--- src/rtl/fifo_wr_arb.sv ---
// Round-robin arbiter sharing one FIFO write port among N_SRC sources.
// A grant lasts up to BURST_LEN accepted words; full stalls without ending the burst.
module fifo_wr_arb #(
    parameter int N_SRC     = 4,
    parameter int DATA_W    = 8,
    parameter int BURST_LEN = 4
) (
    input  logic                      clk,
    input  logic                      rst_n,
    input  logic                      en,
    input  logic [N_SRC-1:0]          req,
    input  logic [N_SRC*DATA_W-1:0]   wdata,
    input  logic                      full,
    output logic [N_SRC-1:0]          gnt,
    output logic                      wrreq,
    output logic [DATA_W-1:0]         data,
    output logic [(N_SRC>1 ? $clog2(N_SRC) : 1)-1:0] owner,
    output logic                      busy
);

    localparam int OW = (N_SRC > 1) ? $clog2(N_SRC) : 1;
    localparam int CW = 4;

    typedef enum logic {
        IDLE  = 1'b0,
        BURST = 1'b1
    } state_t;

    state_t          state_r, state_nxt_s;
    logic [OW-1:0]   owner_r, owner_nxt_s;
    logic [OW-1:0]   last_r, last_nxt_s;
    logic [CW-1:0]   cnt_r, cnt_nxt_s;
    logic [OW-1:0]   pick_s;
    logic            found_s;
    logic            hit_s;
    logic            accept_s;

    // Round-robin search starting just after the previous owner.
    always_comb begin
        pick_s  = last_r;
        found_s = 1'b0;
        hit_s   = 1'b0;
        for (int d = 1; d <= N_SRC; d++) begin
            hit_s   = req[(int'(last_r) + d) % N_SRC];
            pick_s  = (!found_s && hit_s) ? OW'((int'(last_r) + d) % N_SRC) : pick_s;
            found_s = found_s | hit_s;
        end
    end

    assign accept_s = (state_r == BURST) && en && req[owner_r] && !full;

    // Zero-latency write path: the owner's word goes straight to the FIFO when accepted.
    always_comb begin
        gnt   = {N_SRC{1'b0}};
        wrreq = accept_s;
        data  = accept_s ? wdata[int'(owner_r)*DATA_W +: DATA_W] : {DATA_W{1'b0}};
        busy  = (state_r == BURST);
        owner = owner_r;
        for (int k = 0; k < N_SRC; k++) begin
            gnt[k] = accept_s && (owner_r == OW'(k));
        end
    end

    // Next-state logic: en low or owner release always ends the burst; full only stalls.
    always_comb begin
        state_nxt_s = state_r;
        owner_nxt_s = owner_r;
        last_nxt_s  = last_r;
        cnt_nxt_s   = cnt_r;
        case (state_r)
            IDLE: begin
                if (en && (req != {N_SRC{1'b0}})) begin
                    state_nxt_s = BURST;
                    owner_nxt_s = pick_s;
                    cnt_nxt_s   = {CW{1'b0}};
                end else begin
                    state_nxt_s = IDLE;
                end
            end
            BURST: begin
                if (!en || !req[owner_r]) begin
                    state_nxt_s = IDLE;
                    last_nxt_s  = owner_r;
                    cnt_nxt_s   = {CW{1'b0}};
                end else if (accept_s && (cnt_r == CW'(BURST_LEN - 1))) begin
                    state_nxt_s = IDLE;
                    last_nxt_s  = owner_r;
                    cnt_nxt_s   = {CW{1'b0}};
                end else if (accept_s) begin
                    cnt_nxt_s   = cnt_r + {{(CW-1){1'b0}}, 1'b1};
                end else begin
                    cnt_nxt_s   = cnt_r;
                end
            end
            default: begin
                state_nxt_s = IDLE;
                cnt_nxt_s   = {CW{1'b0}};
            end
        endcase
    end

    // State register; reset leaves source 0 with first priority.
    always_ff @(posedge clk or negedge rst_n) begin
        if (!rst_n) begin
            state_r <= IDLE;
            owner_r <= {OW{1'b0}};
            last_r  <= OW'(N_SRC - 1);
            cnt_r   <= {CW{1'b0}};
        end else begin
            state_r <= state_nxt_s;
            owner_r <= owner_nxt_s;
            last_r  <= last_nxt_s;
            cnt_r   <= cnt_nxt_s;
        end
    end

endmodule

--- config.mk ---
export PLATFORM = sky130hd
export DESIGN_NAME = fifo_wr_arb
export DESIGN_NICKNAME = d
export VERILOG_FILES = /design/src/rtl/fifo_wr_arb.sv
export SDC_FILE = /design/constraint.sdc
export NUM_CORES = 1
export LEC_CHECK = 0
export ABC_AREA = 1
export ABC_CLOCK_PERIOD_IN_PS = 3700
export BUFFER_PORTS_ARGS = -buffer_cell sky130_fd_sc_hd__buf_2
export CAP_MARGIN = 5
export CORE_ASPECT_RATIO = 0.8
export CORE_MARGIN = 1
export CORE_UTILIZATION = 46
export CTS_CLUSTER_SIZE = 20
export DETAILED_ROUTE_END_ITERATION = 8
export GPL_TIMING_DRIVEN = 0
export PLACE_DENSITY = 0.82
export SLEW_MARGIN = 10
export SYNTH_ARGS = -nofsm -noshare
export SYNTH_HDL_FRONTEND = slang
export SYNTH_SLANG_ARGS = --single-unit
--- constraint.sdc ---
create_clock -name clk -period 3.7 [get_ports clk]
set_input_delay 0.37 -clock clk [delete_from_list [all_inputs] [get_ports clk]]
set_output_delay 0.37 -clock clk [all_outputs]
set_load 0.05 [all_outputs]
# Yosys cells after proc, flatten, opt, wreduce, memory -nomap -nowiden
# Cells that the tools add are included.
# op_classes
add_sub_neg	5
magnitude_cmp	5
n_eq_ne	6
n_shift	1
n_mux	30
bitwise	7
reduce_logical	29
# op_table
op	n
$shiftx 32x6->8	1
$lt 3x4->1 const B	4
$mux 4	4
$logic_and 1x1->1	12
$mux 1	12
$mux 2	6
$bmux 1 s2	5
$mux 8	1
$pmux 4 s2	1
$reduce_or 2->1	4
$logic_not 1->1	6
$reduce_and 2->1	3
$add 2x1->2 const B	2
$add 2x2->2 const B	2
$add 4x1->4 const B	1
$and 1x1->1 const A	4
$eq 2x2->1 const B	2
$eq 4x2->1 const B	1
$ne 4x1->1 const B	1
$reduce_bool 4->1	1
$lt 2x3->1 const B	1
$eq 2x1->1 const B	1
$logic_not 2->1	1
$ne 2x2->1 const B	1
5 further kinds	6
# totals
ff_bits	9
output_inout_bits	16

# Depth between registers and ports, before layout
# depth
ltp_word	11
ltp_mapped	12
ltp_nobuf	11

# Worst setup path before layout
# OpenSTA, ideal clock, no wires.
# synth_timing
path_type	reg-to-output
start	register owner_r[0] (netlist: owner[0])
end	output gnt[2]
t_arrival_ps	2374
slack_ps	956
path_stages_with_launch	8
cell_sequence	dfrtp_1 buf_6 nand2_1 nor2_1 a21oi_1 a21oi_2 nand2_2 nor3_1
# synth_between
elab_chain_cells	5
word_cells_on_any_way	6
# synth_lines
item	line_no	source
start, declared	30	logic [OW-1:0] owner_r, owner_nxt_s;
start signal, assigned	106	owner_r <= {OW{1'b0}};
start signal, assigned	111	owner_r <= owner_nxt_s;
$bmux 1 s2	50	assign accept_s = (state_r == BURST) && en && req[owner_r] && !full;
$mux 1 (not written as such)	50	
$logic_and 1x1->1 (2 in series)	50	
$logic_and 1x1->1 *	60	gnt[k] = accept_s && (owner_r == OW'(k));
end, declared	14	output logic [N_SRC-1:0] gnt,
# Every way passes the cells marked *; elsewhere a longest branch is shown, timed or not. The select of a mux whose other input is x is not followed.

# Worst setup path after layout
# layout_timing
start	register owner_r[1] (netlist: owner[1])
end	output data[4]
# layout_between
elab_chain_cells	5
word_cells_on_any_way	6
# layout_lines
item	line_no	source
parallel branches: the longest is 4 deep, another holds $shiftx 32x6->8	-	
$mux 8 *	56	data = accept_s ? wdata[int'(owner_r)*DATA_W +: DATA_W] : {DATA_W{1'b0}};
end, declared	16	output logic [DATA_W-1:0] data,
# Mark *: on every way between the ends. The select of a mux whose other input is x is not followed.

==> out/results.md <==
| Parameter | Value | Unit |
|---|---|---|
| Antenna violations before repair | 0 | - |
| Skew-Pair Late Insertion Delay | 270 | ps |
| Layout cell share with drive strength beyond 1 | 0.3134 | - |
| Cell chosen for the clock root | sky130_fd_sc_hd__clkbuf_4 | - |
| Kind of launch point of the worst setup path | register | - |
| TritonCTS buffer count | 3 | - |
| Clock transition at the registers of the reported paths | 70 | ps |
| Kind of cell with the highest combined delay on the critical path | buffers and inverters | - |
| Unique cell type count in the Yosys netlist | 25 | - |
| Final total negative setup slack | 0 | ps |
| Final net count | 259 | - |
| Area share of the leading cell type in the synthesized netlist | 0.2901 | - |
| Worst hold path type | primary input to async pin | - |
| Cell total after placement | 236 | - |
| Total of flip-flops plus latches after synthesis | 9 | - |
| Count of boundary I/O pins | 56 | - |
| Slew headroom | 0.7890 | - |
| Total length of routed wires | 2720 | um |
| Launch point of the critical path | owner[1]$_DFFE_PN0P_ | - |
| Global-route wire length before repair | 4595 | um |
| Starting DRT DRC Count | 33 | - |
| Primary flip-flop cell chosen by synthesis mapping | sky130_fd_sc_hd__dfrtp_1 | - |
| Post-detailed-route wirelength per cell | 11.29 | um |
| Setup CP Type | register to primary output | - |
| Signed area change from the synthesized netlist to the final layout | 36.16 | % |
| First drt pass iteration count | 4 | - |
| Post-DR vias/cell | 5.062 | - |
| Share of flip-flops with an asynchronous set or reset after synthesis | 1.000 | - |
| Status | complete, no violations | - |
| Initial core utilization | 0.4948 | - |
| Number of flops mapped to enable cells by yosys | 0 | - |
| Share of synthesized area occupied by flip-flops and latches | 0.2411 | - |
| Required time of the critical path | 3330 | ps |
| Mean cell area of the mapped netlist | 6.017 | um^2 |
| Cell with the most instances after synthesis | sky130_fd_sc_hd__nand2_1 | - |
| Post-Synthesis Net Count | 198 | - |
| Peak per-stage delay on the critical path | 450 | ps |
| Post-Place Setup Slack | 1581 | ps |
| Synth Warn # | 0 | - |
| TritonCTS clock tree | built | - |
| # rows | 14 | - |
| Buffer depth of the longest clock path | 2 | - |
| Post-synthesis instance total | 157 | - |
| Actual transition at the worst max-transition pin | 313.8 | ps |
| Diodes inserted | 0 | - |
| Worst path buffer plus inverter count | 3 | - |
| Total half-perimeter wirelength after legalization and detailed placement | 2200 | um |
| Number of setup buffers added after CTS | 0 | - |
| Setup violations, final | 0 | - |
| Final worst path period share | 0.6625 | - |
| Power per standard cell area | 622.2 | mW/mm^2 |
| Core Box Area | 0.001909 | mm^2 |
| Achievable Freq | 408.0 | MHz |
| Total Routing Usage GR | 0.2702 | - |
| Cell area after layout | 0.001286 | mm^2 |
| Aggregate global routing overflow | 0 | - |
| Launch point of the worst reg-to-reg path | last_r[0]$_DFFE_PN1P_ | - |
| Number of port buffers | 55 | - |
| Worst-path cell chain | inv_2, nand2_1, nor2_1, nor2_1, a21oi_2, nand2_2, buf_6, a31oi_1, buf_2 | - |
| Critical path depth | 9 | - |
| Worst setup slack after layout | 1249 | ps |
| Worst-case reg-to-reg path depth | 11 | - |
| Total placed instance area | 0.001250 | mm^2 |
| Post-synth top cells | 73 x sky130_fd_sc_hd__nand2_1, 15 x sky130_fd_sc_hd__inv_1, 11 x sky130_fd_sc_hd__nand3_1 | - |
| CTS H-Tree Depth | 1 | - |
| Vias after detailed routing | 1220 | - |
| Max stage delay cell, worst path | sky130_fd_sc_hd__dfrtp_1 | - |
| Vias in the first global route | 1106 | - |
| CTS sink cnt | 9 | - |
| Worst IR drop on VDD | 0.3843 | mV |
| DRC violations left | 0 | - |
| Maximum fanout along the worst path | 10 | - |
| Main area contributors after synthesis | sky130_fd_sc_hd__nand2_1 29%, sky130_fd_sc_hd__dfrtp_1 19%, sky130_fd_sc_hd__a22oi_1 6.4% | - |
| Pleak | 0.7742 | nW |
| Layout Cells excl Fill | 241 | - |
| Unrepaired setup endpoints after global routing | false | - |
| Cell type with the highest occurrence count on the critical path | sky130_fd_sc_hd__nor2_1 | - |
| Data arrival time at the worst-slack endpoint | 2080 | ps |
| Final hold vios | 0 | - |
| Max-cap viol count | 0 | - |
| Number of fill cells | 186 | - |
| Tmin final | 2451 | ps |
| Library cell occupying the most area in the post-synthesis netlist | sky130_fd_sc_hd__nand2_1 | - |
| Die outline height | 42.53 | um |
| Worst Clk Skew | 3.078 | ps |
| Crit end category | primary output | - |
| Post-DRT Antenna Nets | 0 | - |
| RePlAce Congestion | 0.7379 | - |
| Post-Syn Area | 944.7 | um^2 |
| Final Max Slew Viols | 0 | - |
| Post-CTS resize count | 0 | - |
| Die extent in x | 52.67 | um |
| Maximum number of pins on one net before global-route repair | 11 | - |
| Die Area | 0.002240 | mm^2 |
[registers in the layout, indices dropped and copies added (netlist names)]
register	cells
cnt_r	4
last_r	2
busy	1
owner	2
[metal layers]
| metal | part of all wire | vias to the layer above | global-route usage |
|---|---|---|---|
| met5 | 0 | - | 0 |
| met1 | 0.47 | 544 | 0.3689 |
| li1 | - | 638 | - |
| met4 | 0.011 | 0 | 0.1000 |
| met3 | 0.036 | 4 | 0.03623 |
| met2 | 0.48 | 34 | 0.4278 |
[timing repair]
item | in CTS | in global routing
endpoints found under the setup margin | 0 | 0
endpoints found under the hold margin | 7 | 0
hold buffers | 1 | 0
[layout by cell type (no fill, tap or decap), types with 2 or more instances in the layout]
cell type	Yosys	final
sky130_fd_sc_hd__buf_6	3	3
sky130_fd_sc_hd__clkbuf_4	0	3
sky130_fd_sc_hd__dfrtp_1	7	7
sky130_fd_sc_hd__inv_2	2	2
sky130_fd_sc_hd__dfstp_2	2	2
sky130_fd_sc_hd__buf_2	0	55
sky130_fd_sc_hd__a21oi_1	5	5
sky130_fd_sc_hd__nor2_1	8	8
sky130_fd_sc_hd__nand2_1	73	73
sky130_fd_sc_hd__xor2_1	2	2
sky130_fd_sc_hd__a22oi_1	8	8
sky130_fd_sc_hd__inv_1	15	15
sky130_fd_sc_hd__nand3_1	11	11
sky130_fd_sc_hd__a31oi_1	8	8
[layout make-up]
type	count	area, um^2	area share
Buffer	3	33.78	0.02626
Clock buffer	4	26.28	0.02043
Inverter	17	63.81	0.04961
Multi-Input combinational cell	128	619.3	0.4815
Sequential cell	9	227.7	0.1770
Tap cell	24	30.03	0.02335
Timing Repair Buffer	56	285.3	0.2218
[stage by stage]
step / power, mW / utilization / hold slack (ps)
4_1_cts: 0.7919 / 0.6737 / 492.7
5_1_grt: 0.8667 / 0.6737 / 517.4
6_report: 0.8003 / 0.6737 / 487.2
3_5_place_dp: 0.7108 / 0.6547 / 239.4
3_3_place_gp: 0.6907 / 0.6547 / 226.5
2_1_floorplan: 0.5850 / - / 74.41
[logic make-up (layout without fill, tap and decap cells)]
kind of cell    after synthesis  in the layout  share of synthesized area
buf+inv                      20             80                     0.1033
xor+xnor                      3              3                    0.02782
compound gates               26             26                     0.1788
simple gates                 98             98                     0.4358
flops                         9              9                     0.2411
fa+ha+maj                     1              1                    0.01324
[path summary, 6_finish.rpt]
path	endpoint	slack [ps]
max	data[4]	1250
min	busy$_DFF_PN0_	490
max reg2reg	owner[1]$_DFFE_PN0P_	2060
min reg2reg	last_r[1]$_DFFE_PN1P_	490
max in group asynchronous	last_r[0]$_DFFE_PN1P_	2960
min in group clk	last_r[1]$_DFFE_PN1P_	490
[power breakdown]
part           switching, mW  internal [mW]
clock network         0.0382         0.0417
logic                  0.388          0.174
registers             0.0273          0.130
Power figures use the tool's default switching activity.
